===== config.mk =====
export PLATFORM = sky130hd
export DESIGN_NAME = conv_output_stream_sink
export DESIGN_NICKNAME = d
export VERILOG_FILES = /design/src/rtl/stream_sink_pkg.sv /design/src/rtl/conv_output_stream_sink_stall_timer.sv /design/src/rtl/conv_output_stream_sink.sv
export SDC_FILE = /design/constraint.sdc
export NUM_CORES = 1
export LEC_CHECK = 0
export BUFFER_PORTS_ARGS = -buffer_cell sky130_fd_sc_hd__buf_2
export CAP_MARGIN = 10
export CORE_MARGIN = 8
export CORE_UTILIZATION = 55
export DETAILED_ROUTE_END_ITERATION = 6
export PLACE_DENSITY = 0.95
export SLEW_MARGIN = 30
export SYNTH_ARGS = -nofsm -noshare
export SYNTH_HDL_FRONTEND = slang
export SYNTH_HIERARCHICAL = 1
export SYNTH_SLANG_ARGS = --single-unit
export TNS_END_PERCENT = 100

===== constraint.sdc =====
create_clock -name clk -period 4.6 [get_ports clk]
set_input_delay 0 -clock clk [delete_from_list [all_inputs] [get_ports clk]]
set_output_delay 0 -clock clk [all_outputs]
set_load 0.01 [all_outputs]

===== src/rtl/stream_sink_pkg.sv =====
// stream_sink_pkg: shared FSM state type and checksum step for conv_output_stream_sink
package stream_sink_pkg;

    typedef enum logic [1:0] {
        S_IDLE,
        S_RUN,
        S_DONE,
        S_ERR
    } sink_state_e;

    localparam int CKSUM_MAX_W = 64;

    // Rotate-left-by-one of the low w bits, then XOR in the new beat.
    function automatic logic [CKSUM_MAX_W-1:0] cksum_step(
        input logic [CKSUM_MAX_W-1:0] sum,
        input logic [CKSUM_MAX_W-1:0] data,
        input int                     w
    );
        logic [CKSUM_MAX_W-1:0] mask;
        mask = (w >= CKSUM_MAX_W) ? '1 : ((CKSUM_MAX_W'(1) << w) - CKSUM_MAX_W'(1));
        return (((sum << 1) | (sum >> (w - 1))) ^ data) & mask;
    endfunction

endpackage


===== src/rtl/conv_output_stream_sink_stall_timer.sv =====
// stall_timer: counts consecutive idle ticks and flags the tick that reaches TIMEOUT
module stall_timer #(
    parameter int TIMEOUT = 4096
) (
    input  logic clk,
    input  logic rst_n,
    input  logic clear,
    input  logic tick,
    output logic expired
);
    localparam int CW = $clog2(TIMEOUT + 1);

    logic [CW-1:0] idle_cnt;

    // Idle counter: clear wins, otherwise count ticks and saturate at TIMEOUT.
    always_ff @(posedge clk or negedge rst_n) begin
        if (!rst_n)
            idle_cnt <= '0;
        else if (clear)
            idle_cnt <= '0;
        else if (tick && idle_cnt != CW'(TIMEOUT))
            idle_cnt <= idle_cnt + CW'(1);
    end

    assign expired = tick && !clear && (idle_cnt >= CW'(TIMEOUT - 1));

endmodule


===== src/rtl/conv_output_stream_sink.sv =====
// conv_output_stream_sink: frame beat counter/checksum sink; STREAM_SINK_MINMAX_EN adds min/max tracking
module conv_output_stream_sink
    import stream_sink_pkg::*;
#(
    parameter int DATA_W      = 16,
    parameter int FRAME_BEATS = 3844,
    parameter int TIMEOUT     = 4096,
    localparam int BW         = $clog2(FRAME_BEATS + 1)
) (
    input  logic              clk,
    input  logic              rst_n,
    input  logic              flush,
    input  logic              start,
    input  logic              in_valid,
    input  logic [DATA_W-1:0] in_data,
    output logic              busy,
    output logic              done,
    output logic              timeout_err,
    output logic              overrun_err,
    output logic [BW-1:0]     beat_count,
    output logic [DATA_W-1:0] checksum,
    output logic [DATA_W-1:0] data_min,
    output logic [DATA_W-1:0] data_max
);
    sink_state_e state, state_n;
    logic        ctrl_free, accept, last_beat, overrun, tick, stall;

    stall_timer #(.TIMEOUT(TIMEOUT)) u_stall_timer (
        .clk     (clk),
        .rst_n   (rst_n),
        .clear   (!tick),
        .tick    (tick),
        .expired (stall)
    );

    // Next state: flush beats start, start beats per-state beat/stall handling.
    always_comb begin
        ctrl_free = !flush && !start;
        accept    = ctrl_free && state == S_RUN && in_valid;
        last_beat = accept && beat_count == BW'(FRAME_BEATS - 1);
        overrun   = ctrl_free && state == S_DONE && in_valid;
        tick      = ctrl_free && state == S_RUN && !in_valid;
        state_n   = flush ? S_IDLE :
                    start ? S_RUN :
                    last_beat ? S_DONE :
                    (stall || overrun) ? S_ERR : state;
    end

    // State register with busy registered alongside it.
    always_ff @(posedge clk or negedge rst_n) begin
        if (!rst_n) begin
            state <= S_IDLE;
            busy  <= 1'b0;
        end else begin
            state <= state_n;
            busy  <= state_n == S_RUN;
        end
    end

    // Frame datapath: beat count, checksum and sticky status flags.
    always_ff @(posedge clk or negedge rst_n) begin
        if (!rst_n) begin
            beat_count  <= '0;
            checksum    <= '0;
            done        <= 1'b0;
            timeout_err <= 1'b0;
            overrun_err <= 1'b0;
        end else if (flush || start) begin
            beat_count  <= '0;
            checksum    <= '0;
            done        <= 1'b0;
            timeout_err <= 1'b0;
            overrun_err <= 1'b0;
        end else begin
            if (accept) begin
                beat_count <= beat_count + BW'(1);
                checksum   <= DATA_W'(cksum_step(CKSUM_MAX_W'(checksum), CKSUM_MAX_W'(in_data), DATA_W));
            end
            if (last_beat)
                done <= 1'b1;
            if (stall)
                timeout_err <= 1'b1;
            if (overrun)
                overrun_err <= 1'b1;
        end
    end

`ifdef STREAM_SINK_MINMAX_EN
    // Unsigned extrema over accepted beats, reopened on every start/flush.
    always_ff @(posedge clk or negedge rst_n) begin
        if (!rst_n) begin
            data_min <= '1;
            data_max <= '0;
        end else if (flush || start) begin
            data_min <= '1;
            data_max <= '0;
        end else if (accept) begin
            if (in_data < data_min)
                data_min <= in_data;
            if (in_data > data_max)
                data_max <= in_data;
        end
    end
`else
    assign data_min = '1;
    assign data_max = '0;
`endif

endmodule


==> results of run 1 <==
state kept, by name, indices dropped and copies added, names as in the netlist:
name                    flops
beat_count                 12
busy                        1
checksum                   16
done                        1
overrun_err                 1
state                       2
timeout_err                 1
u_stall_timer/idle_cnt     13
tightest hold or removal path, delay by kind of cell:
kind,cells,cell delay (ns)
buf+inv,1,0.09
xor+xnor,1,0.11
compound gates,1,0.07
report_power, final:
group          internal [uW]  total [uW]  switching (uW)
Combinational           27.5        74.8            47.3
Clock                    176         313             137
Sequential               416         420            3.77
Total                    620         808             188
layout make-up:
cell class / instances / area [um^2]
Clock buffer: 6 / 82.6
Clock inverter: 2 / 35.0
Fill cell: 343 / 1630
Inverter: 7 / 26.3
Multi-Input combinational cell: 203 / 1270
Sequential cell: 47 / 1180
Tap cell: 54 / 67.6
Timing Repair Buffer: 66 / 403
what timing repair did:
action / 4_1_cts / 5_1_grt
hold buffers: 12 / 2
resized for setup: 0 / 0
endpoints found under the setup margin: 0 / 0
hold endpoints to repair: 58 / 2
cell families after synthesis:
logic type | synth area share [%]
and+or+nand+nor | 21.5
buffers and inverters | 12.3
DFF | 44.2
AOI/OAI and AO/OA | 8.79
xor gates and xnor gates | 11.2
adders and majority gates | 1.41
other | 0.282
muxes | 0.376
final timing paths:
path / slack [ns] / startpoint / cells past startpoint / endpoint
setup / recovery: 1.71 / flush / 9 / state[0]$_DFF_PN0_
hold / removal: -0.004 / in_data[1] / 3 / checksum[1]$_DFFE_PN0P_
setup reg to reg: 2.20 / state[1]$_DFF_PN0_ / 7 / state[0]$_DFF_PN0_
hold reg to reg: 0.48 / done$_DFFE_PN0P_ / 2 / done$_DFFE_PN0P_
max in group asynchronous: 3.97 / rst_n / 2 / beat_count[6]$_DFFE_PN0P_
min in group asynchronous: 0.24 / rst_n / 2 / u_stall_timer/idle_cnt[12]$_DFFE_PN0P_
synth_stat cells, types with 2 or more instances:
| cell | instances | area share (%) |
|---|---|---|
| or3_2 | 2 | 0.56 |
| a31oi_1 | 3 | 0.71 |
| buf_2 | 3 | 0.56 |
| nand3_2 | 2 | 0.75 |
| a211oi_2 | 3 | 1.4 |
| ha_1 | 3 | 1.4 |
| buf_6 | 2 | 0.85 |
| nand2_1 | 11 | 1.6 |
| o21ai_0 | 12 | 2.3 |
| or3_1 | 3 | 0.71 |
| nand2b_1 | 2 | 0.47 |
| nor2_1 | 32 | 4.5 |
| nor4_1 | 3 | 0.71 |
| nand3_1 | 14 | 2.6 |
| nor4b_1 | 3 | 0.99 |
| clkbuf_1 | 4 | 0.56 |
| xnor2_1 | 23 | 7.6 |
| nand4_1 | 8 | 1.9 |
| inv_1 | 7 | 0.99 |
| and3b_1 | 2 | 0.66 |
| dfrtp_1 | 47 | 44 |
| conb_1 | 2 | 0.28 |
| nor3_1 | 4 | 0.75 |
| and3_2 | 2 | 0.56 |
| xor2_1 | 11 | 3.6 |
| a211oi_1 | 6 | 1.7 |
| and4_1 | 2 | 0.66 |
| buf_4 | 33 | 9.3 |
| a21oi_1 | 6 | 1.1 |
stage by stage:
| step | instances | util (%) | instance area (um^2) |
|---|---|---|---|
| 2_1_floorplan | 299 | - | 2770 |
| 3_3_place_gp | 363 | 59.7 | 2800 |
| 3_5_place_dp | 363 | 59.8 | 2800 |
| 4_1_cts | 383 | 64.8 | 3040 |
| 5_1_grt | 385 | 65.3 | 3060 |
| 6_report | 385 | 65.3 | 3060 |
metal layers:
| layer | track usage (%) | share of wire, % |
|---|---|---|
| met5 | 0 | 0 |
| met4 | 6.85 | 2.1 |
| met3 | 5.54 | 7.1 |
| met2 | 33.5 | 55 |
| met1 | 17.6 | 36 |
==> summary.txt, run 1 <==
RSZ-0062 raised after global routing = no
Diode count = 0
Clock Sinks = 47
Die H = 85.6 um
Max-slew violations = 0
Status = finished, violations left
Worst Path Arrival = 3.10 ns
Layout cells sized above 1 = 23.0%
WL/cell = 16.5 um
Failing checks = hold timing
CP max-delay cell = or3_1
Total wire length = 6340 um
Commonest non-fill, non-tap cell in the layout = buf_2
Worst path top cell family by delay = simple AND/OR/NAND/NOR gates
Htree depth = 2
Req. time, crit path = 4.81 ns
DRC errors left = 0
Die width = 85.6 um
First-pass GRT wire length = 10500 um
Post-synth top flop = dfrtp_1
Hold slack = -0.00431 ns
Clock Latency Late Sink = 0.30 ns
CP peak stage delay = 0.71 ns
Post-route minimum period = 2.89 ns
CTS clk-pin slew, worst paths = 0.08 ns
Antenna Nets Post-Route = 0
Pleak = 0.00145 uW
CP bufs+invs = 4
DR vias = 2128
Setup TNS = 0 ns
I/O Buffers = 52
Via-to-Cell Ratio = 5.53
Clk root buf = clkbuf_8
Headroom to the max-slew limit = 36.6%
Worst path cell trace = dlygate4sd3_1 > buf_2 > or2_1 > or3_1 > inv_1 > inv_1 > nor3_1 > a2111oi_0 > nor3_1
DRT iter0 DRCs = 151
Row count = 25
Synth-to-Final Area Change = 15.0%
Largest net degree at the start of global routing = 48
Full die area = 7320 um^2
Sequential-to-total area share from yosys stat = 44.2%
Register bit count reported by yosys = 47
Ports = 85
Vias in the first global route = 2178
CTS tree = yes
Max-Cap Viols = 0
Number of synthesized flops with an enable pin = 0
CP max FO = 24
Worst setup EP type = flip-flop
Synthesized area = 2660 um^2
CP Launch Type = input port
Layout Nets = 354
Clock Skews = 0.00529 ns
Distinct cell type count after synthesis = 43
Yosys warns = 6
Crit Path Category = input port to flip-flop
Power Density = 264 nW/um^2
DP Worst Slack = 2.01 ns
VDD IR-drop max = 0.000248 V
CTS Buf Count = 5
Initial cell density of the core = 56.7%
DR pass1 iterations = 4
Post-CTS Setup Repair Bufs = 0
Max frequency = 0.346 GHz
Worst min path class = input port to flip-flop
Final period util = 62.8%
Total Power = 808 uW
Worst setup margin = 1.71 ns
Endpoints failing setup = 0
Antenna violations before repair = 0
Least-Margin Pin Slew = 0.951 ns
Avg Cell Area, Syn = 9.89 um^2
Clk buf depth = 2
Placer Congestion = 0.885
Async set or reset register ratio after synthesis = 100%
Dpl hpwl = 4330 um
Overflow after GRT = 0
GRT Resource Usage Total = 17.8%
Area of the core = 4690 um^2
Cells after Synth = 269
Most frequent cells in the layout = buf_2 (51), dfrtp_1 (47), nor2_1 (32), conb_1 (32), xnor2_1 (23)
Final Hold Viols = 1
No activity file was read; power rests on OpenSTA's default activity.
==> run 2, diff against run 1 <==
CORE_UTILIZATION = 46   (was 55)
PLACE_DENSITY = 0.88   (was 0.95)
clock period = 2.56 ns   (was 4.6 ns; I/O delays follow)
==> run 2 against run 1 <==
Effect of this change: non-clock buffer count up 5; cell count increased by 6.0%; the flow now finishes without violations; clock skew up 0.0018 ns; power up 80%; first-iteration DRC count increased by 48%; combinational power rose by 86%.
==> summary.txt, run 2 (synthesis results as in run 1) <==
Commonest non-fill, non-tap cell in the layout = buf_2
CP bufs+invs = 4
Fin util = 56.5%
Clock Skews = 0.00713 ns
Clk buf depth = 2
Clock Sinks = 47
Area of the core = 5540 um^2
RSZ-0062 raised after global routing = no
Worst path top cell family by delay = simple AND/OR/NAND/NOR gates
Headroom to the max-slew limit = 62.2%
Ports = 85
Endpoints failing setup = 0
Worst min path class = input port to flip-flop
I/O Buffers = 52
Max-slew violations = 0
Top flop regs = checksum x16, u_stall_timer/idle_cnt x13, beat_count x12
Antenna violations before repair = 0
Vias in the first global route = 2143
Uppermost layer routed = met4
WL/cell = 15.1 um
DRT iter0 DRCs = 223
Req. time, crit path = 2.78 ns
Dpl hpwl = 4350 um
Max reg flops = 16
Design Area, Final = 3130 um^2
Non-filler cells in the finished layout = 408
Full die area = 8480 um^2
CP peak stage delay = 0.57 ns
Synth-to-Final Area Change = 17.5%
Via-to-Cell Ratio = 5.10
Htree depth = 2
Clk root buf = clkbuf_8
CTS Buf Count = 5
Layout cells sized above 1 = 23.2%
Diode count = 0
Pleak = 0.00147 uW
Worst Path Arrival = 2.52 ns
Post-route minimum period = 2.31 ns
Die width = 92.1 um
Max-Cap Viols = 0
CTS resizes = 0
CTS tree = yes
Die H = 92.1 um
CTS clk-pin slew, worst paths = 0.09 ns
Least-Margin Pin Slew = 0.567 ns
DP Area = 2840 um^2
DRC errors left = 0
Final Hold Viols = 0
Largest reg by FF count = checksum
DR pass1 iterations = 4
Max frequency = 0.434 GHz
Met2 routed WL = 3100 um
Status = complete, no violations
Initial cell density of the core = 48.0%
Post-CTS Setup Repair Bufs = 0
Worst setup EP type = flip-flop
Crit Path Category = input port to flip-flop
Power Density = 464 nW/um^2
Routed wl met3 = 425 um
Worst path cell trace = dlygate4sd3_1 > buf_2 > or2_1 > or3_1 > inv_1 > inv_1 > nor3_1 > a2111oi_0 > nor3_1
Setup TNS = 0 ns
Final period util = 90.1%
Overflow after GRT = 0
Fillcell total = 483
Most frequent cells in the layout = buf_2 (51), dfrtp_1 (47), nor2_1 (32), conb_1 (32), xnor2_1 (23)
M1 WL = 2550 um
First-pass GRT wire length = 10200 um
Row count = 27
GRT Resource Usage Total = 14.5%
Placer Congestion = 0.838
Clock Latency Late Sink = 0.30 ns
Largest net degree at the start of global routing = 48
Hold_buf cts = 17
VDD IR-drop max = 0.000458 V
DR vias = 2079
Antenna Nets Post-Route = 0
Total wire length = 6150 um
Layout Nets = 359
CP max-delay cell = or3_1
CP Launch Type = input port
CP max FO = 15
Placed insts = 383
[run 2: worst register-to-register path, delay by kind of cell, from the launching register on]
kind / cells / cell delay (ns)
and+or+nand+nor: 4 / 1.30
AOI/OAI and AO/OA: 1 / 0.15
DFF: 1 / 0.43
buffers and inverters: 2 / 0.28
[run 2: layout make-up]
cell class              count  area [um^2]  area share (%)
clock buffers               5         68.8            2.20
flip-flops and latches     47         1180            37.6
inverters                   7         26.3           0.840
repair buffers             71          448            14.3
well taps                  72         90.1            2.88
multi-input cells         203         1270            40.6
clock inverters             3         47.5            1.52
[run 2: layer usage]
layer / global-route usage (%) / vias up
met5: 0 / -
met4: 4.70 / 0
met3: 4.81 / 10
met2: 24.9 / 74
met1: 16.6 / 1006
li1: - / 989
[run 2: worst paths after layout]
check / from / to / slack [ns] / depth (start not counted)
min in group asynchronous: rst_n / u_stall_timer/idle_cnt[4]$_DFFE_PN0P_ / 0.24 / 2
hold reg to reg: done$_DFFE_PN0P_ / done$_DFFE_PN0P_ / 0.50 / 2
max in group asynchronous: rst_n / checksum[15]$_DFFE_PN0P_ / 1.93 / 2
hold / removal: in_data[13] / checksum[13]$_DFFE_PN0P_ / 0.01 / 3
setup / recovery: flush / state[0]$_DFF_PN0_ / 0.25 / 9
setup reg to reg: state[1]$_DFF_PN0_ / state[0]$_DFF_PN0_ / 0.31 / 7
[run 2: power breakdown]
| part | switching, uW | leakage [uW] | internal, uW |
|---|---|---|---|
| clock | 263 | 0.0000587 | 296 |
| combinational | 85.0 | 0.000758 | 54.3 |
| sequential | 6.34 | 0.000652 | 748 |
[run 2: per-stage QoR]
step,hold slack (ns),setup WS (ns),power [uW]
detailed placement,0.0446,0.380,887
CTS,0.00185,0.293,1460
floorplan,-0.296,0.777,876
global route,0.00937,0.00182,1510
finish,0.0106,0.253,1450
global placement,0.225,0.501,884
==> run 3, diff against run 2 <==
HOLD_SLACK_MARGIN = 0.15   (was default)
REMOVE_ABC_BUFFERS = 1   (was default)
==> run 3 against run 2 <==
Effect of this change: clock power is 12% lower; setup slack better by 0.13 ns; first-iteration DRC count decreased by 27%; die area unchanged; critical endpoint unchanged; largest cell class unchanged.
==> summary.txt, run 3 (synthesis results as in run 1) <==
Layout Nets = 363
Total Power = 1390 uW
Die H = 92.1 um
DR vias = 2121
Die width = 92.1 um
Endpoints failing setup = 0
Clock Sinks = 47
Initial cell density of the core = 48.0%
First-pass GRT wire length = 10700 um
Req. time, crit path = 2.77 ns
Setup TNS = 0 ns
CP Launch Type = input port
Htree depth = 2
Pleak = 0.00148 uW
Antenna Nets Post-Route = 0
Overflow after GRT = 0
Diode count = 0
CTS tree = yes
Synth-to-Final Area Change = 18.7%
Largest reg by FF count = checksum
Power Density = 442 nW/um^2
DRT iter0 DRCs = 163
Final period util = 85.1%
Hold slack = 0.257 ns
VDD IR-drop max = 0.000314 V
GRT Resource Usage Total = 15.2%
Full die area = 8480 um^2
Area of the core = 5540 um^2
Clk root buf = clkbuf_8
DP Worst Slack = 0.438 ns
Headroom to the max-slew limit = 60.2%
Final Hold Viols = 0
Via-to-Cell Ratio = 5.15
Worst R2R Path Depth = 7
Max reg flops = 16
Worst min path class = input port to asynchronous set/reset pin
RSZ-0062 raised after global routing = no
Row count = 27
Worst setup EP type = flip-flop
Crit Path Category = input port to flip-flop
I/O Buffers = 52
Vias in the first global route = 2204
Max-slew violations = 0
Post-route minimum period = 2.18 ns
Clock Latency Late Sink = 0.30 ns
Dpl hpwl = 4420 um
Most frequent cells in the layout = buf_2 (51), dfrtp_1 (47), nor2_1 (32), conb_1 (32), xnor2_1 (23)
Worst setup margin = 0.381 ns
DRC errors left = 0
WL/cell = 15.6 um
CTS clk-pin slew, worst paths = 0.08 ns
Ports = 85
Placer Congestion = 0.862
Status = complete, no violations
Largest net degree at the start of global routing = 48
CTS Buf Count = 5
DR pass1 iterations = 4
Clock Skews = 0.00477 ns
Layout cells sized above 1 = 23.5%
DP Area = 2850 um^2
Max-Cap Viols = 0
Design Area, Final = 3160 um^2
Clk buf depth = 2
Total wire length = 6430 um
Max frequency = 0.459 GHz
Least-Margin Pin Slew = 0.581 ns
Worst Path Arrival = 2.39 ns
Antenna violations before repair = 0
Commonest non-fill, non-tap cell in the layout = buf_2
Top flop regs = checksum x16, u_stall_timer/idle_cnt x13, beat_count x12
CP max FO = 8
-- run 3: worst max-delay path: stages --
cell,delay (ns)
dlygate4sd3_1,0.54
buf_2,0.17
or2_1,0.25
or3_1,0.50
inv_1,0.18
inv_1,0.08
nor3_2,0.30
a2111oi_0,0.16
nor3_1,0.20
-- run 3: where the power goes --
part	internal, uW	switching (uW)
combinational	57.8	89.8
clock	246	247
sequential	748	6.59
-- run 3: worst paths after layout --
path / start / endpoint / slack (ns)
max in group asynchronous: rst_n / u_stall_timer/idle_cnt[8]$_DFFE_PN0P_ / 1.92
min in group clk: start / busy$_DFF_PN0_ / 0.51
max: flush / state[0]$_DFF_PN0_ / 0.38
min: rst_n / beat_count[11]$_DFFE_PN0P_ / 0.26
max reg2reg: state[1]$_DFF_PN0_ / state[0]$_DFF_PN0_ / 0.45
min reg2reg: timeout_err$_DFFE_PN0P_ / timeout_err$_DFFE_PN0P_ / 0.52
-- run 3: final cells by class --
type | count | area, um^2
Timing Repair Buffer | 75 | 485
Multi-Input combinational cell | 203 | 1280
Clock buffer | 7 | 96.3
Inverter | 7 | 26.3
Tap cell | 72 | 90.1
Clock inverter | 1 | 7.51
Sequential cell | 47 | 1180
Fill cell | 463 | 2380
-- run 3: per-stage QoR --
stage	std cells	util, %
final	412	57.0
after CTS	412	56.9
after global placement	384	51.4
after global routing	412	57.0
after detailed placement	384	51.4
after floorplan	257	-
-- run 3: metal layers --
layer	share of wire (%)	vias to the layer above	GRT usage [%]
li1	-	997	-
met1	40	1028	17.5
met2	51	85	25.4
met3	7.1	11	5.05
met4	1.6	0	6.04
met5	0	-	0
-- run 3: timing repair --
action,CTS,global route
endpoints found under the hold margin,66,0
resized for setup,0,1
setup endpoints to repair,0,1
buffers inserted,0,0
hold buffers,20,0
